[config.mk]
export PLATFORM = sky130hd
export DESIGN_NAME = core_decode_stage_flat
export DESIGN_NICKNAME = d
export VERILOG_FILES = /design/src/rtl/core_decode_stage_pkg.sv /design/src/rtl/core_decode_stage_if.sv /design/src/rtl/core_regfile.sv /design/src/rtl/core_decode_stage.sv /design/src/flat_wrapper.sv
export SDC_FILE = /design/constraint.sdc
export NUM_CORES = 2
export LEC_CHECK = 0
export ABC_AREA = 1
export ABC_CLOCK_PERIOD_IN_PS = 2700
export BUFFER_PORTS_ARGS = -buffer_cell sky130_fd_sc_hd__clkbuf_2
export CORE_UTILIZATION = 50
export CTS_CLUSTER_SIZE = 25
export DETAILED_ROUTE_END_ITERATION = 8
export PLACE_DENSITY_LB_ADDON = 0.12
export SYNTH_ARGS = -nofsm -noshare
export SYNTH_HDL_FRONTEND = slang
export SYNTH_SLANG_ARGS = --single-unit
[constraint.sdc]
create_clock -name CLOCK_50 -period 2.7 [get_ports CLOCK_50]
set_input_delay 0.27 -clock CLOCK_50 [delete_from_list [all_inputs] [get_ports CLOCK_50]]
set_output_delay 0.27 -clock CLOCK_50 [all_outputs]
set_load 0.01 [all_outputs]
[src/rtl/core_decode_stage_pkg.sv]
// Shared constants for the 101core decode stage: ALU opcode encodings and RV32I fields.
package core101_pkg;

  localparam int unsigned XLEN = 32;

  localparam logic [3:0] ALU_ADD  = 4'b0000;
  localparam logic [3:0] ALU_SUB  = 4'b1000;
  localparam logic [3:0] ALU_SLL  = 4'b0001;
  localparam logic [3:0] ALU_SLT  = 4'b0010;
  localparam logic [3:0] ALU_SLTU = 4'b0011;
  localparam logic [3:0] ALU_XOR  = 4'b0100;
  localparam logic [3:0] ALU_SRL  = 4'b0101;
  localparam logic [3:0] ALU_SRA  = 4'b1101;
  localparam logic [3:0] ALU_OR   = 4'b0110;
  localparam logic [3:0] ALU_AND  = 4'b0111;

  localparam logic [6:0] OPC_OP     = 7'b0110011;
  localparam logic [6:0] OPC_OP_IMM = 7'b0010011;
  localparam logic [6:0] OPC_LUI    = 7'b0110111;

  localparam logic [6:0] FUNCT7_ZERO = 7'b0000000;
  localparam logic [6:0] FUNCT7_ALT  = 7'b0100000;

  localparam logic [2:0] F3_ADD = 3'b000;
  localparam logic [2:0] F3_SLL = 3'b001;
  localparam logic [2:0] F3_SR  = 3'b101;

endpackage

[src/rtl/core_decode_stage_if.sv]
// Instruction-in / ALU-op-out handshake plus writeback port of the decode stage.
interface core_decode_stage_if #(
  parameter int unsigned XLEN     = 32,
  parameter int unsigned ALU_OP_W = 4
);
  logic                in_valid;
  logic                in_ready;
  logic [31:0]         in_instr;
  logic                flush;
  logic                out_valid;
  logic                out_ready;
  logic [XLEN-1:0]     alu_operand_a;
  logic [XLEN-1:0]     alu_operand_b;
  logic [ALU_OP_W-1:0] alu_opcode;
  logic [4:0]          out_rd_addr;
  logic                out_rd_we;
  logic                out_illegal;
  logic                wb_en;
  logic [4:0]          wb_addr;
  logic [XLEN-1:0]     wb_data;

  modport master (
    output in_valid, in_instr, flush, out_ready, wb_en, wb_addr, wb_data,
    input  in_ready, out_valid, alu_operand_a, alu_operand_b, alu_opcode,
           out_rd_addr, out_rd_we, out_illegal
  );

  modport slave (
    input  in_valid, in_instr, flush, out_ready, wb_en, wb_addr, wb_data,
    output in_ready, out_valid, alu_operand_a, alu_operand_b, alu_opcode,
           out_rd_addr, out_rd_we, out_illegal
  );
endinterface

[src/rtl/core_regfile.sv]
// 32-entry register file: two async reads, one sync write, x0 hardwired to zero.
// Define DECODE_BYPASS_EN to forward a same-cycle write onto matching read ports.
module core_regfile #(
  parameter int unsigned Width   = 32,
  parameter int unsigned ResetEn = 1
) (
  input  logic             clk_i,
  input  logic             rst_i,
  input  logic [4:0]       raddr_a_i,
  input  logic [4:0]       raddr_b_i,
  output logic [Width-1:0] rdata_a_o,
  output logic [Width-1:0] rdata_b_o,
  input  logic             we_i,
  input  logic [4:0]       waddr_i,
  input  logic [Width-1:0] wdata_i
);

  logic [Width-1:0] mem_q [32];

  always_ff @(posedge clk_i) begin
    if (rst_i) begin
      if (ResetEn != 0) begin
        for (int i = 0; i < 32; i++) begin
          mem_q[i] <= '0;
        end
      end
    end else if (we_i && (waddr_i != 5'd0)) begin
      mem_q[waddr_i] <= wdata_i;
    end
  end

  always_comb begin
    rdata_a_o = (raddr_a_i == 5'd0) ? '0 : mem_q[raddr_a_i];
    rdata_b_o = (raddr_b_i == 5'd0) ? '0 : mem_q[raddr_b_i];
`ifdef DECODE_BYPASS_EN
    if (we_i && (waddr_i != 5'd0) && (waddr_i == raddr_a_i)) rdata_a_o = wdata_i;
    if (we_i && (waddr_i != 5'd0) && (waddr_i == raddr_b_i)) rdata_b_o = wdata_i;
`endif
  end

endmodule

[src/rtl/core_decode_stage.sv]
// RV32I OP/OP-IMM/LUI decode and operand issue into a single-entry ALU pipeline register.
// Optional DECODE_BYPASS_EN (in core_regfile) forwards same-cycle writeback into operands.
module core_decode_stage #(
  parameter int unsigned XLEN          = core101_pkg::XLEN,
  parameter int unsigned ALU_OP_W      = 4,
  parameter int unsigned REGFILE_RESET = 1
) (
  input logic                CLOCK_50,
  input logic                RESET,
  core_decode_stage_if.slave bus
);
  import core101_pkg::*;

  logic [31:0] instr;
  logic [6:0]  opc;
  logic [2:0]  f3;
  logic [6:0]  f7;
  logic [4:0]  rd;

  assign instr = bus.in_instr;
  assign opc   = instr[6:0];
  assign rd    = instr[11:7];
  assign f3    = instr[14:12];
  assign f7    = instr[31:25];

  logic [XLEN-1:0] rs1_data, rs2_data;

  core_regfile #(
    .Width   (XLEN),
    .ResetEn (REGFILE_RESET)
  ) u_regfile (
    .clk_i     (CLOCK_50),
    .rst_i     (RESET),
    .raddr_a_i (instr[19:15]),
    .raddr_b_i (instr[24:20]),
    .rdata_a_o (rs1_data),
    .rdata_b_o (rs2_data),
    .we_i      (bus.wb_en),
    .waddr_i   (bus.wb_addr),
    .wdata_i   (bus.wb_data)
  );

  logic [XLEN-1:0]     dec_a, dec_b;
  logic [ALU_OP_W-1:0] dec_op;
  logic                dec_ill;
  logic                dec_we;

  always_comb begin
    dec_a   = '0;
    dec_b   = '0;
    dec_op  = ALU_OP_W'(ALU_ADD);
    dec_ill = 1'b0;
    case (opc)
      OPC_OP: begin
        dec_a   = rs1_data;
        dec_b   = rs2_data;
        dec_op  = ALU_OP_W'({instr[30], f3});
        dec_ill = !((f7 == FUNCT7_ZERO) ||
                    ((f7 == FUNCT7_ALT) && ((f3 == F3_ADD) || (f3 == F3_SR))));
      end
      OPC_OP_IMM: begin
        dec_a  = rs1_data;
        dec_b  = XLEN'($signed(instr[31:20]));
        dec_op = ALU_OP_W'({1'b0, f3});
        if (f3 == F3_SLL) begin
          dec_b   = XLEN'(instr[24:20]);
          dec_ill = (f7 != FUNCT7_ZERO);
        end else if (f3 == F3_SR) begin
          dec_b   = XLEN'(instr[24:20]);
          dec_op  = ALU_OP_W'({instr[30], F3_SR});
          dec_ill = !((f7 == FUNCT7_ZERO) || (f7 == FUNCT7_ALT));
        end
      end
      OPC_LUI: begin
        dec_b = XLEN'($signed({instr[31:12], 12'b0}));
      end
      default: dec_ill = 1'b1;
    endcase
    // Illegal ops leave the ALU with a harmless ADD of zeros.
    if (dec_ill) begin
      dec_a  = '0;
      dec_b  = '0;
      dec_op = ALU_OP_W'(ALU_ADD);
    end
  end

  assign dec_we = !dec_ill && (rd != 5'd0);

  logic                valid_q;
  logic [XLEN-1:0]     a_q, b_q;
  logic [ALU_OP_W-1:0] op_q;
  logic [4:0]          rd_q;
  logic                we_q, ill_q;
  logic                in_ready, accept;

  assign in_ready = !bus.flush && (!valid_q || bus.out_ready);
  assign accept   = bus.in_valid && in_ready;

  always_ff @(posedge CLOCK_50) begin
    if (RESET) begin
      valid_q <= 1'b0;
      a_q     <= '0;
      b_q     <= '0;
      op_q    <= '0;
      rd_q    <= '0;
      we_q    <= 1'b0;
      ill_q   <= 1'b0;
    end else if (accept) begin
      valid_q <= 1'b1;
      a_q     <= dec_a;
      b_q     <= dec_b;
      op_q    <= dec_op;
      rd_q    <= rd;
      we_q    <= dec_we;
      ill_q   <= dec_ill;
    end else if (bus.flush || bus.out_ready) begin
      valid_q <= 1'b0;
    end
  end

  assign bus.in_ready      = in_ready;
  assign bus.out_valid     = valid_q;
  assign bus.alu_operand_a = a_q;
  assign bus.alu_operand_b = b_q;
  assign bus.alu_opcode    = op_q;
  assign bus.out_rd_addr   = rd_q;
  assign bus.out_rd_we     = we_q;
  assign bus.out_illegal   = ill_q;

endmodule

[src/flat_wrapper.sv]
// flat-port wrapper written by rule: the top's interface ports become plain ports
module core_decode_stage_flat import core101_pkg::*;
#(
  parameter int unsigned XLEN          = core101_pkg::XLEN,
  parameter int unsigned ALU_OP_W      = 4,
  parameter int unsigned REGFILE_RESET = 1
)
  (CLOCK_50, RESET, bus_in_valid, bus_in_instr, bus_flush, bus_out_ready, bus_wb_en, bus_wb_addr, bus_wb_data, bus_in_ready, bus_out_valid, bus_alu_operand_a, bus_alu_operand_b, bus_alu_opcode, bus_out_rd_addr, bus_out_rd_we, bus_out_illegal);
  core_decode_stage_if #(.XLEN(XLEN), .ALU_OP_W(ALU_OP_W)) bus_i ();
  input logic CLOCK_50;
  input logic RESET;
  input wire logic [$bits(bus_i.in_valid)-1:0] bus_in_valid;
  input wire logic [$bits(bus_i.in_instr)-1:0] bus_in_instr;
  input wire logic [$bits(bus_i.flush)-1:0] bus_flush;
  input wire logic [$bits(bus_i.out_ready)-1:0] bus_out_ready;
  input wire logic [$bits(bus_i.wb_en)-1:0] bus_wb_en;
  input wire logic [$bits(bus_i.wb_addr)-1:0] bus_wb_addr;
  input wire logic [$bits(bus_i.wb_data)-1:0] bus_wb_data;
  output wire logic [$bits(bus_i.in_ready)-1:0] bus_in_ready;
  output wire logic [$bits(bus_i.out_valid)-1:0] bus_out_valid;
  output wire logic [$bits(bus_i.alu_operand_a)-1:0] bus_alu_operand_a;
  output wire logic [$bits(bus_i.alu_operand_b)-1:0] bus_alu_operand_b;
  output wire logic [$bits(bus_i.alu_opcode)-1:0] bus_alu_opcode;
  output wire logic [$bits(bus_i.out_rd_addr)-1:0] bus_out_rd_addr;
  output wire logic [$bits(bus_i.out_rd_we)-1:0] bus_out_rd_we;
  output wire logic [$bits(bus_i.out_illegal)-1:0] bus_out_illegal;
  assign bus_i.in_valid = bus_in_valid;
  assign bus_i.in_instr = bus_in_instr;
  assign bus_i.flush = bus_flush;
  assign bus_i.out_ready = bus_out_ready;
  assign bus_i.wb_en = bus_wb_en;
  assign bus_i.wb_addr = bus_wb_addr;
  assign bus_i.wb_data = bus_wb_data;
  assign bus_in_ready = bus_i.in_ready;
  assign bus_out_valid = bus_i.out_valid;
  assign bus_alu_operand_a = bus_i.alu_operand_a;
  assign bus_alu_operand_b = bus_i.alu_operand_b;
  assign bus_alu_opcode = bus_i.alu_opcode;
  assign bus_out_rd_addr = bus_i.out_rd_addr;
  assign bus_out_rd_we = bus_i.out_rd_we;
  assign bus_out_illegal = bus_i.out_illegal;
  core_decode_stage #(.XLEN(XLEN), .ALU_OP_W(ALU_OP_W), .REGFILE_RESET(REGFILE_RESET)) u_core (.CLOCK_50(CLOCK_50), .RESET(RESET), .bus(bus_i));
endmodule
Word-level counts from Yosys, hierarchy flattened
Memories as Yosys holds them, arrays and structs flattened.
Index checks and enable logic that the tools add are counted.
{"block": "word_totals", "mem_count": 1, "regBits": 76, "word_cells": 64, "input_bits": 75, "out_inout_bits": 77, "ramBits": 1024}
{"block": "classes", "reduce_logical": 25, "mux": 25, "eq_ne": 6}
{"name": "u_core.u_regfile.mem_q", "depth": 32, "word_bits": 32, "read_ports": 2, "rd_clocked_by_memory_dff": 0, "write_ports": 32, "line": "core_regfile.sv:18", "source": "logic [Width-1:0] mem_q [32];"}
{"op": "32-bit two-way mux", "n": 8}
{"op": "32-bit case mux with 3 select lines", "n": 1}
{"op": "32-bit OR reduction", "n": 1}
{"op": "7-bit by 6-bit equality test with 1-bit output, second input constant", "n": 3}
{"op": "4-bit two-way mux", "n": 3}
{"op": "5-bit zero test", "n": 2}
{"op": "1-bit two-way mux", "n": 10}
{"op": "5-bit nonzero test", "n": 2}
{"op": "4-bit case mux with 2 select lines", "n": 1}
{"op": "7-bit by 5-bit equality test with 1-bit output, second input constant", "n": 1}
{"op": "7-bit zero test", "n": 1}
{"op": "7-bit nonzero test", "n": 1}
{"op": "1-bit logical AND", "n": 5}
{"op": "1-bit zero test", "n": 5}
{"op": "1-bit logical OR", "n": 5}
{"op": "5-bit two-way mux", "n": 1}
{"op": "3-bit by 1-bit equality test with 1-bit output, second input constant", "n": 1}
{"op": "3-bit equality test, second input constant", "n": 1}
{"op": "3-bit zero test", "n": 1}
{"op": "1-bit case mux with 3 select lines", "n": 1}
{"op": "2-bit nonzero test", "n": 1}
{"op": "2-bit OR reduction", "n": 1}

Longest topological paths before layout
{"block": "logic_depth", "ltp_word": 8, "mapped_depth": 15, "mapped_depth_nobuf": 13}

Modules after synthesis
Synthesis repeated with hierarchy kept, for this count alone.
{"block": "unflattened", "hier_cells": 7785, "hier_area_um2": 60236.5}
{"module": "core_regfile", "seq_area_each_um2": 30749.5, "n_inst": 1, "cells_each": 7252, "area_per_inst_um2": 56525.5}
{"module": "core_decode_stage", "seq_area_each_um2": 1521.5, "n_inst": 1, "cells_each": 533, "area_per_inst_um2": 3711.1}

Worst setup path before layout
Ideal clock, no wire load.
{"block": "synth_timing", "path_kind": "input to register", "start": "in bus_wb_addr[2]", "end": "mem u_core.u_regfile.mem_q[31][0], enable pin", "cell_stages": 9, "t_required_ns": 2.222, "setup_ns": 0.478, "t_arrival_ns": 1.837, "path_slack_ns": 0.385, "n_path_buf": 1, "path_cell_list": "nor3_1 > nand2_1 > nand3_1 > inv_1 > nand3_1 > inv_1 > nand2_1 > buf_2 > nand2_1"}
{"element": "from (decl)", "line": "flat_wrapper.sv:17", "source": "input wire logic [$bits(bus_i.wb_addr)-1:0] bus_wb_addr;"}
{"element": "to (decl)", "line": "core_regfile.sv:18"}

Final worst setup path
{"block": "layout_timing", "start": "reg u_core.valid_q, in the netlist u_core.bus.out_valid", "end": "reg u_core.op_q[1], in the netlist u_core.bus.alu_opcode[1]"}
{"block": "layout_via", "elab_chain_len": 4}
{"element": "from (decl)", "line": "core_decode_stage.sv:89", "source": "logic valid_q;"}
{"element": "from (signal assigned)", "line": "core_decode_stage.sv:101", "source": "valid_q <= 1'b0;"}
{"element": "from (signal assigned)", "line": "core_decode_stage.sv:109", "source": "valid_q <= 1'b1;"}
{"element": "from (signal assigned)", "line": "core_decode_stage.sv:117", "source": "valid_q <= 1'b0;"}
{"element": "1-bit zero test", "line": "core_decode_stage.sv:96", "source": "assign in_ready = !bus.flush && (!valid_q || bus.out_ready);"}
{"element": "1-bit logical OR", "line": "core_decode_stage.sv:96"}
{"element": "1-bit logical AND", "line": "core_decode_stage.sv:96"}
{"element": "1-bit logical AND", "line": "core_decode_stage.sv:97", "source": "assign accept = bus.in_valid && in_ready;"}
{"element": "to (signal assigned)", "line": "core_decode_stage.sv:112", "source": "op_q <= dec_op;"}
{"element": "to (decl)", "line": "core_decode_stage.sv:91", "source": "logic [ALU_OP_W-1:0] op_q;"}
Every way passes these cells.
A chain may end at the register's enable or synchronous reset.

==> results_dict.tcl <==
set metrics [dict create \
    worst_clock_skew_ns 0.0266 \
    core_um2 120000 \
    finish.cell_count_without_fillers 9130 \
    grt_antenna_before_repair 4 \
    worst_ep_arrival_time_ns 2.92 \
    critPathMaxFanout 4 \
    vdd.ir_drop.worst_v 0.000657 \
    detailedPlace.worstSlack_ns 0.195 \
    register_to_register_path_setup_slack_ns 0.46 \
    synth_edf_count 1024 \
    finalWirelength_um 221000 \
    die_area_um2 123000 \
    place.gp.congestion 0.921 \
    postSynthRegisterBits 1100 \
    finalSetupViolCount 0 \
    netlist-cell-type-count 35 \
    ios 152 \
    placement.cell_area_um2 64400 \
    vias_in_the_first_global_route 50200 \
    drt_pre_antenna_iters 7 \
    whs_ns 0.0760 \
    min-delay-path-class "in -> reg" \
    syn2layout_area_growth_pct 13.3 \
    finalHoldViolations 0 \
    antenna_left 0 \
    dp_hpwl_um 138000 \
    synth_seq_area_share 0.532 \
    commonest_cells_after_routing_fill_and_taps_aside "1352 x sky130_fd_sc_hd__nand2_1, 1280 x sky130_fd_sc_hd__nor2_1, 1024 x sky130_fd_sc_hd__edfxtp_1, 982 x sky130_fd_sc_hd__nand3_1, 664 x sky130_fd_sc_hd__inv_1" \
    pwr_density_cell_nw_per_um2 623 \
    clk_transition_reported_paths_ns 0.07 \
    finalMaxSlewViolations 0 \
    tightestPinTransition_ns 1.26 \
    io_buffer_count 151 \
    hold_path.startpoint "RESET" \
    grt_pass1_wl_um 319000 \
    most_common_library_cell_in_the_layout_ignoring_fill_and_taps "sky130_fd_sc_hd__nand2_1" \
    final.setup.worst_slack_ns 0.462 \
    detail_route.vias_per_cell 5.96 \
    track_usage 0.353 \
    ys_dominant_reg_cell "sky130_fd_sc_hd__edfxtp_1" \
    pin_count_of_the_biggest_net_entering_global_routing 119 \
    mappedNetlistArea_um2 60700 \
    cts_made_buffers 121 \
    rsz0062_at_grt "no" \
    vertical_die_dimension_um 350 \
    clock_latency_on_the_worst_skew_pair_ns 0.76 \
    cts.path.max_buffers 3 \
    clk_root_buffer_cell "sky130_fd_sc_hd__clkbuf_16" \
    critPathLaunchType "register" \
    core.rowCount 127 \
    critical_path_required_ns 3.38 \
    htree_num_levels 3 \
    max-slew-margin-rel 0.161 \
    cts_setup_buffers 0 \
    timing.fmax_mhz 447 \
    die_x_um 350 \
    initial_core_util 0.505 \
    worst-setup-path-type "reg -> reg" \
    static-leakage-power_nw 28.6 \
    min_delay_worst_endpoint "u_core.bus.alu_operand_a[2]" \
    num_antenna_cells 0 \
    asyncSetResetFlopFracSynth 0 \
    avgSynthCellArea_um2 8.20 \
    cts_sinks 1100 \
    drt-initial-drc-count 7605 \
    layout-drive-gt1-share 0.115 \
    tritoncts_clock_tree "yes" \
    setup.worst_path.end_class "register" \
    maximum_capacitance_violations 0 \
    post-route-period-util 0.829 \
    fin_tns_setup_ns 0 \
    post-route-drc-count 0 \
    crit-reg2reg-launch "u_core.bus.out_valid" \
    placedCellCount 8877 \
    worst_r2r_path_depth 10 \
    number_of_instances_in_the_synthesized_netlist 7399 \
    run_status "complete, no violations" \
    vias 54400 \
    fillerInstances 10700 \
    wire_per_inst_um 24.2 \
    min_path_cells 3 \
    final_cell_area_um2 68700 \
    timing.rr.end "u_core.bus.alu_opcode[1]" \
    final_nets 7486 \
    grt-ovfl-total 0 \
    synthesis.yosys.warnings 0 \
    finalCriticalPeriod_ns 2.24 \
]
[how the worst max path moves through the flow]
stage | start | end | slack, ns | cells after the start
floorplan | bus_wb_addr[2] | u_core.u_regfile.mem_q[31][0] | 0.39 | 9
global placement | bus_wb_addr[2] | u_core.u_regfile.mem_q[2][27] | 0.19 | 12
detailed placement | bus_wb_addr[2] | u_core.u_regfile.mem_q[2][27] | 0.19 | 12
CTS | u_core.bus.out_valid | u_core.bus.alu_opcode[1] | 0.49 | 10
global route | u_core.bus.out_valid | u_core.bus.alu_opcode[1] | 0.28 | 10
finish | u_core.bus.out_valid | u_core.bus.alu_opcode[1] | 0.46 | 10
[area by class of cell]
class                      instances  area, um^2  share of cell area
tap                             1612        2020              0.0293
clock buffer                     155        3430              0.0499
sequential                      1100       32300               0.469
multi-input combinational       5007       22900               0.333
clock inverter                    75         716              0.0104
inverter                         676        2560              0.0373
timing repair buffer             505        4850              0.0706
[cells in the mapped netlist, types with 4 or more instances]
library cell	instances	area [um^2]
sky130_fd_sc_hd__nand2_1	1402	5260
sky130_fd_sc_hd__nor2_1	1280	4800
sky130_fd_sc_hd__edfxtp_1	1024	30700
sky130_fd_sc_hd__nand3_1	982	4910
sky130_fd_sc_hd__inv_1	668	2510
sky130_fd_sc_hd__a21oi_1	447	2240
sky130_fd_sc_hd__o211ai_1	328	2460
sky130_fd_sc_hd__o21ai_0	296	1480
sky130_fd_sc_hd__buf_2	287	1440
sky130_fd_sc_hd__clkbuf_1	252	946
sky130_fd_sc_hd__or2_2	114	713
sky130_fd_sc_hd__o21ai_1	83	415
sky130_fd_sc_hd__dfxtp_1	76	1520
sky130_fd_sc_hd__buf_1	38	143
sky130_fd_sc_hd__buf_6	35	394
sky130_fd_sc_hd__buf_4	32	240
sky130_fd_sc_hd__nor3_1	9	45.0
sky130_fd_sc_hd__a21oi_2	7	61.3
sky130_fd_sc_hd__o21bai_1	6	45.0
sky130_fd_sc_hd__clkinv_1	5	18.8
sky130_fd_sc_hd__nand4_1	4	25.0
[what timing repair did]
item,CTS,global route
hold buffers,23,0
resized for setup,0,0
endpoints found under the hold margin,24,0
[critical path, cell delays in order, from the launching register on]
cell and delay, ns:
sky130_fd_sc_hd__dfxtp_1 0.31, sky130_fd_sc_hd__nand2_1 0.06, sky130_fd_sc_hd__inv_1 0.04, sky130_fd_sc_hd__nor2_1 0.15, sky130_fd_sc_hd__nand2_2 0.15, sky130_fd_sc_hd__a21oi_1 0.17, sky130_fd_sc_hd__nand3_2 0.20, sky130_fd_sc_hd__nor2_1 0.30
sky130_fd_sc_hd__nand2_1 0.09, sky130_fd_sc_hd__dlygate4sd3_1 0.56, sky130_fd_sc_hd__a21oi_1 0.14
[flip-flops by register name, indices dropped and copies added, names as in the netlist]
| register | flops |
|---|---|
| u_core.bus.out_rd_addr | 5 |
| u_core.bus.alu_operand_b | 32 |
| u_core.bus.out_illegal | 1 |
| u_core.bus.out_valid | 1 |
| u_core.u_regfile.mem_q | 1024 |
| u_core.bus.alu_operand_a | 32 |
| u_core.bus.out_rd_we | 1 |
| u_core.bus.alu_opcode | 4 |
[cell families (layout without fill, tap and decap cells)]
group | count (synthesis) | count (layout) | synth area share
compound gates | 1171 | 1171 | 0.111
flops | 1100 | 1100 | 0.532
other cells | 1 | 32 | 0.0000618
buf+inv | 1323 | 1411 | 0.0947
simple gates | 3804 | 3804 | 0.262
[per-stage QoR]
stage               power [mW]  utilization
global route              44.0        0.572
global placement          25.5        0.536
detailed placement        25.6        0.536
floorplan                 23.4            -
CTS                       42.7        0.572
finish                    42.8        0.572
[routing by layer]
layer,track usage,vias up,routed length [um]
met1,0.485,25900,86800
met3,0.0860,528,28400
li1,-,24700,-
met2,0.542,3332,97400
met5,0,-,13
met4,0.130,2,8080
[report_power, final]
group	internal, mW	switching, mW	leakage [nW]
clock	10.2	7.17	2.05
combinational	1.61	4.00	16.2
sequential	19.5	0.337	10.4
total	31.3	11.5	28.6
Note: power is estimated with default switching activity, not from simulation.
